<file path="config.mk">
export PLATFORM = sky130hd
export DESIGN_NAME = minimig_bankmapper_gen
export DESIGN_NICKNAME = d
export VERILOG_FILES = /design/src/rtl/minimig_mem_pkg.sv /design/src/rtl/minimig_bankmap_comb.sv /design/src/rtl/minimig_bankmapper_gen.sv
export SDC_FILE = /design/constraint.sdc
export NUM_CORES = 1
export LEC_CHECK = 0
export BUFFER_PORTS_ARGS = -buffer_cell sky130_fd_sc_hd__buf_4
export CORE_ASPECT_RATIO = 1.75
export CORE_MARGIN = 8
export CORE_UTILIZATION = 45
export DETAILED_ROUTE_END_ITERATION = 8
export PLACE_DENSITY = 0.68
export SKIP_CTS_REPAIR_TIMING = 1
export SYNTH_ARGS = -nofsm -noshare
export SYNTH_HDL_FRONTEND = slang
export SYNTH_HIERARCHICAL = 1
export SYNTH_SLANG_ARGS = --single-unit
</file>
<file path="constraint.sdc">
create_clock -name clk -period 8.6 [get_ports clk]
set_input_delay 0.43 -clock clk [delete_from_list [all_inputs] [get_ports clk]]
set_output_delay 0.43 -clock clk [all_outputs]
set_load 0.01 [all_outputs]
</file>
<file path="src/rtl/minimig_mem_pkg.sv">
`default_nettype none
// +----------------------------------------------------------------------+
// | minimig_mem_pkg : shared types, constants and helpers for the mapper |
// | Rev 1.0                                                              |
// +----------------------------------------------------------------------+
package minimig_mem_pkg;

  // Wide enough for CHIP_BLOCKS up to 8 and SLOW_BLOCKS up to 7
  localparam int CFG_CODE_W     = 3;
  localparam int BANK_W_DEFAULT = 8;

  typedef struct packed {
    logic [CFG_CODE_W-1:0] chip;
    logic [CFG_CODE_W-1:0] slow;
    logic                  aron;
    logic                  ecs;
  } cfg_t;

  localparam cfg_t C_RESET_CFG = '0;

  // Smallest 2^k-1 that is >= code
  function automatic int next_pow2_mask(input int code);
    int m;
    m = 0;
    for (int k = 0; k < 8; k++) begin
      if (m < code) m = (m << 1) | 1;
    end
    return m;
  endfunction

endpackage
`default_nettype wire

</file>
<file path="src/rtl/minimig_bankmap_comb.sv">
`default_nettype none
// +----------------------------------------------------------------------+
// | minimig_bankmap_comb : block selects -> one-hot bank map (pure comb)  |
// | Rev 1.0                                                              |
// +----------------------------------------------------------------------+
module minimig_bankmap_comb
  import minimig_mem_pkg::*;
#(
  parameter int CHIP_BLOCKS = 4,
  parameter int SLOW_BLOCKS = 3,
  parameter int SLOW_BANKS  = 2,
  localparam int BANK_W     = CHIP_BLOCKS + SLOW_BANKS + 2
) (
  input  logic [CHIP_BLOCKS-1:0] chip_sel,
  input  logic [SLOW_BLOCKS-1:0] slow_sel,
  input  logic                   kick,
  input  logic                   kick1mb,
  input  logic                   cart,
  input  cfg_t                   cfg,
  output logic [BANK_W-1:0]      map
);

  localparam int C_SLOW_N   = (SLOW_BLOCKS < SLOW_BANKS) ? SLOW_BLOCKS : SLOW_BANKS;
  localparam int C_CART_BIT = CHIP_BLOCKS + SLOW_BANKS - 1;

  int   w_chip;
  int   w_slow;
  int   w_mask;
  int   w_lim;
  logic w_hole;
  logic w_unused_slow;

  // Slow selects past the reserved banks can never map anywhere
  assign w_unused_slow = ^slow_sel;

  always_comb begin
    w_chip = int'(cfg.chip);
    w_slow = int'(cfg.slow);
    w_mask = next_pow2_mask(w_chip);
    w_hole = cfg.ecs && (w_chip == 0) && (w_slow != 0);
    w_lim  = (w_slow < SLOW_BANKS) ? w_slow : SLOW_BANKS;
    if (cfg.aron && (w_lim > 0)) w_lim = w_lim - 1;

    map = '0;
    for (int b = 0; b < CHIP_BLOCKS; b++) begin
      for (int i = 0; i < CHIP_BLOCKS; i++) begin
        if (((i & w_mask) == b) && (b <= w_chip) && !(w_hole && ((i % 2) == 1)))
          map[b] = map[b] | chip_sel[i];
      end
    end
    for (int j = 0; j < C_SLOW_N; j++) begin
      if (j < w_lim) map[CHIP_BLOCKS+j] = slow_sel[j];
    end
    // Cart borrows the top slow bank, which the reduced limit leaves free
    if (cfg.aron) map[C_CART_BIT] = map[C_CART_BIT] | cart;
    map[BANK_W-1] = kick;
    map[BANK_W-2] = kick1mb;
  end

endmodule
`default_nettype wire

</file>
<file path="src/rtl/minimig_bankmapper_gen.sv">
`default_nettype none
// +----------------------------------------------------------------------+
// | minimig_bankmapper_gen : staged-config registered bank mapper         |
// | Rev 1.0                                                              |
// +----------------------------------------------------------------------+
module minimig_bankmapper_gen
  import minimig_mem_pkg::*;
#(
  parameter int CHIP_BLOCKS = 4,
  parameter int SLOW_BLOCKS = 3,
  parameter int SLOW_BANKS  = 2,
  parameter int ERRCNT_W    = 8,
  localparam int CW         = $clog2(CHIP_BLOCKS),
  localparam int SW         = $clog2(SLOW_BLOCKS + 1),
  localparam int BANK_W     = CHIP_BLOCKS + SLOW_BANKS + 2
) (
  input  logic                   clk,
  input  logic                   reset_n,
  input  logic [CHIP_BLOCKS-1:0] chip_sel,
  input  logic [SLOW_BLOCKS-1:0] slow_sel,
  input  logic                   kick,
  input  logic                   kick1mb,
  input  logic                   cart,
  input  logic                   sel_valid,
  input  logic                   bus_idle,
  input  logic                   cfg_wr,
  input  logic [CW-1:0]          cfg_chip,
  input  logic [SW-1:0]          cfg_slow,
  input  logic                   cfg_aron,
  input  logic                   cfg_ecs,
  output logic [BANK_W-1:0]      bank,
  output logic                   bank_valid,
  output logic                   cfg_pending,
  output logic                   unmapped,
  output logic [ERRCNT_W-1:0]    unmapped_cnt
);

  cfg_t                r_stage;
  cfg_t                r_active;
  logic                r_pending;
  logic [BANK_W-1:0]   r_bank;
  logic                r_bank_valid;
  logic                r_unmapped;
  logic [ERRCNT_W-1:0] r_cnt;

  cfg_t                w_cfg_in;
  logic [BANK_W-1:0]   w_map;
  logic                w_any_sel;
  logic                w_unmapped;

  always_comb begin
    w_cfg_in      = C_RESET_CFG;
    w_cfg_in.chip = CFG_CODE_W'(cfg_chip);
    w_cfg_in.slow = CFG_CODE_W'(cfg_slow);
    w_cfg_in.aron = cfg_aron;
    w_cfg_in.ecs  = cfg_ecs;
  end

  minimig_bankmap_comb #(
    .CHIP_BLOCKS (CHIP_BLOCKS),
    .SLOW_BLOCKS (SLOW_BLOCKS),
    .SLOW_BANKS  (SLOW_BANKS)
  ) u_map (
    .chip_sel (chip_sel),
    .slow_sel (slow_sel),
    .kick     (kick),
    .kick1mb  (kick1mb),
    .cart     (cart),
    .cfg      (r_active),
    .map      (w_map)
  );

  assign w_any_sel  = (|chip_sel) | (|slow_sel) | kick | kick1mb | cart;
  assign w_unmapped = sel_valid && (w_map == '0) && w_any_sel;

  // A fresh write always restages, so apply only happens on quiet cfg cycles
  always_ff @(posedge clk or negedge reset_n) begin
    if (!reset_n) begin
      r_stage   <= C_RESET_CFG;
      r_active  <= C_RESET_CFG;
      r_pending <= 1'b0;
    end else if (cfg_wr) begin
      r_stage   <= w_cfg_in;
      r_pending <= 1'b1;
    end else if (r_pending && bus_idle) begin
      r_active  <= r_stage;
      r_pending <= 1'b0;
    end
  end

  always_ff @(posedge clk or negedge reset_n) begin
    if (!reset_n) begin
      r_bank       <= '0;
      r_bank_valid <= 1'b0;
      r_unmapped   <= 1'b0;
      r_cnt        <= '0;
    end else begin
      r_bank       <= sel_valid ? w_map : '0;
      r_bank_valid <= sel_valid;
      r_unmapped   <= w_unmapped;
      if (w_unmapped && (r_cnt != '1)) r_cnt <= r_cnt + ERRCNT_W'(1);
    end
  end

  assign bank         = r_bank;
  assign bank_valid   = r_bank_valid;
  assign cfg_pending  = r_pending;
  assign unmapped     = r_unmapped;
  assign unmapped_cnt = r_cnt;

endmodule
`default_nettype wire

</file>
==> results.ini <==
[clock_tree]
cts_tree = yes
cts_inserted_buffers = 5
clk_root_buffer_cell = clkbuf_8
cts_num_sinks = 31
cts.path.max_buffers = 2
htree_levels = 2
clk_pin_slew_ps = 70
clk_latency_ps = 270

[cells_and_area]
fin_cells = 282
post-route-util_pct = 57.9
num_antenna_cells = 0
layout-drive-gt1-share_pct = 31.8
fillers = 381
area_growth_pct = 25.2
final_nets = 266

[placement]
hpwlAfterDp_um = 3170
place_inst = 274
dp_slack_ps = 1190
port_buffers = 39
gp_congestion = 0.826

[worst_setup_path]
worstSetupEndpointType = register
setup.worst_path.start_class = register
crit_path_frequent_cell = ha_1
crit_required_ps = 8760
slowest_stage = dfrtp_1
crit_type = register to register
worst-endpoint-arrival_ps = 7600
max_stage_delay_ps = 510
cp_top_family = simple AND/OR/NAND/NOR gates
critPathBufInv = 4
path_max_fanout = 10

[logic_synthesis]
yosysUniqueCellTypes = 55
netlist_area_um2 = 1880
ys_warn_count = 6
netlist.area_leader.share_pct = 41.2
synth_edf_count = 0
avgSynthCellArea_um2 = 10.3
yosysMostFrequentCell = dfrtp_1
synth_common_cells = dfrtp_1 (31), nand2_1 (16), ha_1 (13), mux2_2 (13), nor2_1 (12)
synthCells = 182
synth_top_area_cell = dfrtp_1
async_flop_share_pct = 100
synth_area_leaders = dfrtp_1 (41%), ha_1 (8.6%), mux2_2 (7.8%)
ys.flop_type = dfrtp_1
ys_seq_area_share_pct = 41.2
synth-seq-cells = 31

[drt]
route.detailed.drc = 0
wire_per_inst_um = 13.9
antenna_left = 0
via_per_inst = 5.38
wl_um = 3920
dr.pass1.iters = 4
first_iter_violations = 39
vias = 1517

[global_route]
grt_max_degree = 32
grt_pass1_vias = 1473
grt_use_total_pct = 13.0
grt_pass1_wl_um = 6850
grt-ovfl-total = 0
antenna_found_initial = 0

[die]
die_x_um = 64.9
initial_core_util_pct = 46.2
io_pins = 40
die_h_um = 102
num_rows = 31
dieArea_um2 = 6590
core_um2 = 4070

[sta]
skew_ps = 4.88
grt_setup_unrepaired = no
slew_violations = 0
fmax_ghz = 0.134
fin_setup_tns_ps = 0
finalCritPeriodShare_pct = 86.5
period_minus_slack_ps = 7440
setup_viol = 0
max_slew.worst_pin.slew_ps = 563
finalHoldViolations = 0
relSlewSlack_pct = 61.5
layout_setup_ws_ps = 1160

[outcome]
outcome = complete, no violations

[min_path]
hold_class = input pin to async pin

[power_and_ir_drop]
pwr_density_cell_nw_per_um2 = 204
ir_drop_uv = 112
p_total_uw = 482
leakage_nw = 1.14

[run]
drv_cap = 0

==> metal layers <==
metal	wire length, µm	vias up	global-route usage (%)
met1	1610	730	14.1
li1	-	754	-
met5	0	-	0
met2	2050	31	22.5
met3	230	2	4.21
met4	33	0	5.24
==> layout make-up <==
| cell class | instances | area [µm²] | area share (%) |
|---|---|---|---|
| clock buffers | 6 | 82.6 | 3.50 |
| clock inverters | 2 | 35.0 | 1.49 |
| inverters | 7 | 26.3 | 1.11 |
| multi-input cells | 147 | 1080 | 45.6 |
| flip-flops and latches | 31 | 776 | 32.9 |
| well taps | 49 | 61.3 | 2.60 |
| repair buffers | 40 | 300 | 12.7 |
==> cell families (layout without fill, tap and decap cells) <==
| group | Yosys count | after routing | synth area share [%] |
|---|---|---|---|
| other | 2 | 11 | 0.399 |
| XOR/XNOR | 5 | 5 | 2.72 |
| AO/OA/AOI/OAI | 34 | 34 | 13.4 |
| multiplexers | 15 | 15 | 9.37 |
| AND/OR/NAND/NOR | 69 | 69 | 20.8 |
| buffers and inverters | 13 | 55 | 3.46 |
| flip-flops | 31 | 31 | 41.2 |
| adder cells (fa/ha/maj) | 13 | 13 | 8.64 |
==> state kept, by name, summed over array words and instances (netlist names) <==
register	flops
bank	8
unmapped_cnt	8
r_active	6
r_stage	6
bank_valid	1
cfg_pending	1
unmapped	1
==> stage by stage <==
| stage | hold slack, ps | area (µm²) |
|---|---|---|
| final | 77.2 | 2360 |
| after global routing | 101 | 2360 |
| after CTS | 79.2 | 2360 |
| after detailed placement | 380 | 2240 |
| after global placement | 378 | 2240 |
| after floorplan | 134 | 1920 |
==> report_power, final <==
| part | switching (mW) | internal [mW] | total, mW |
|---|---|---|---|
| logic | 0.0801 | 0.0770 | 0.157 |
| clock network | 0.0532 | 0.0937 | 0.147 |
| registers | 0.0160 | 0.162 | 0.178 |
==> path summary, 6_finish.rpt <==
| check | startpoint | end | slack (ps) | depth (start not counted) |
|---|---|---|---|---|
| setup / recovery | r_active[6] | unmapped_cnt[7] | 1160 | 34 |
| min in group clk | sel_valid | bank_valid | 330 | 1 |
| max in group asynchronous | reset_n | r_active[2] | 8240 | 1 |
| hold / removal | reset_n | bank[4] | 80 | 1 |
| hold reg to reg | unmapped_cnt[5] | unmapped_cnt[5] | 490 | 1 |
| setup reg to reg | r_active[6] | unmapped_cnt[7] | 1160 | 34 |
==> placed cells by master, fill, tap and decap left out, types with 2 or more instances in the layout <==
cell,synthesis,final
o21a_1,3,3
nor4_1,7,7
nand3_1,5,5
nand2_1,16,16
clkbuf_8,0,6
a221o_1,2,2
ha_1,13,13
nand2b_1,2,2
xor2_1,2,2
a211oi_1,2,2
mux2_4,2,2
mux2_2,13,13
nor2b_1,3,3
and2_1,10,10
nor2_1,12,12
dfrtp_1,31,31
conb_1,2,11
buf_4,2,40
a21oi_1,9,9
xnor2_1,2,2
a21o_1,2,2
o21ai_0,2,2
inv_2,2,2
inv_1,5,5
Power figures use the tool's default switching activity.
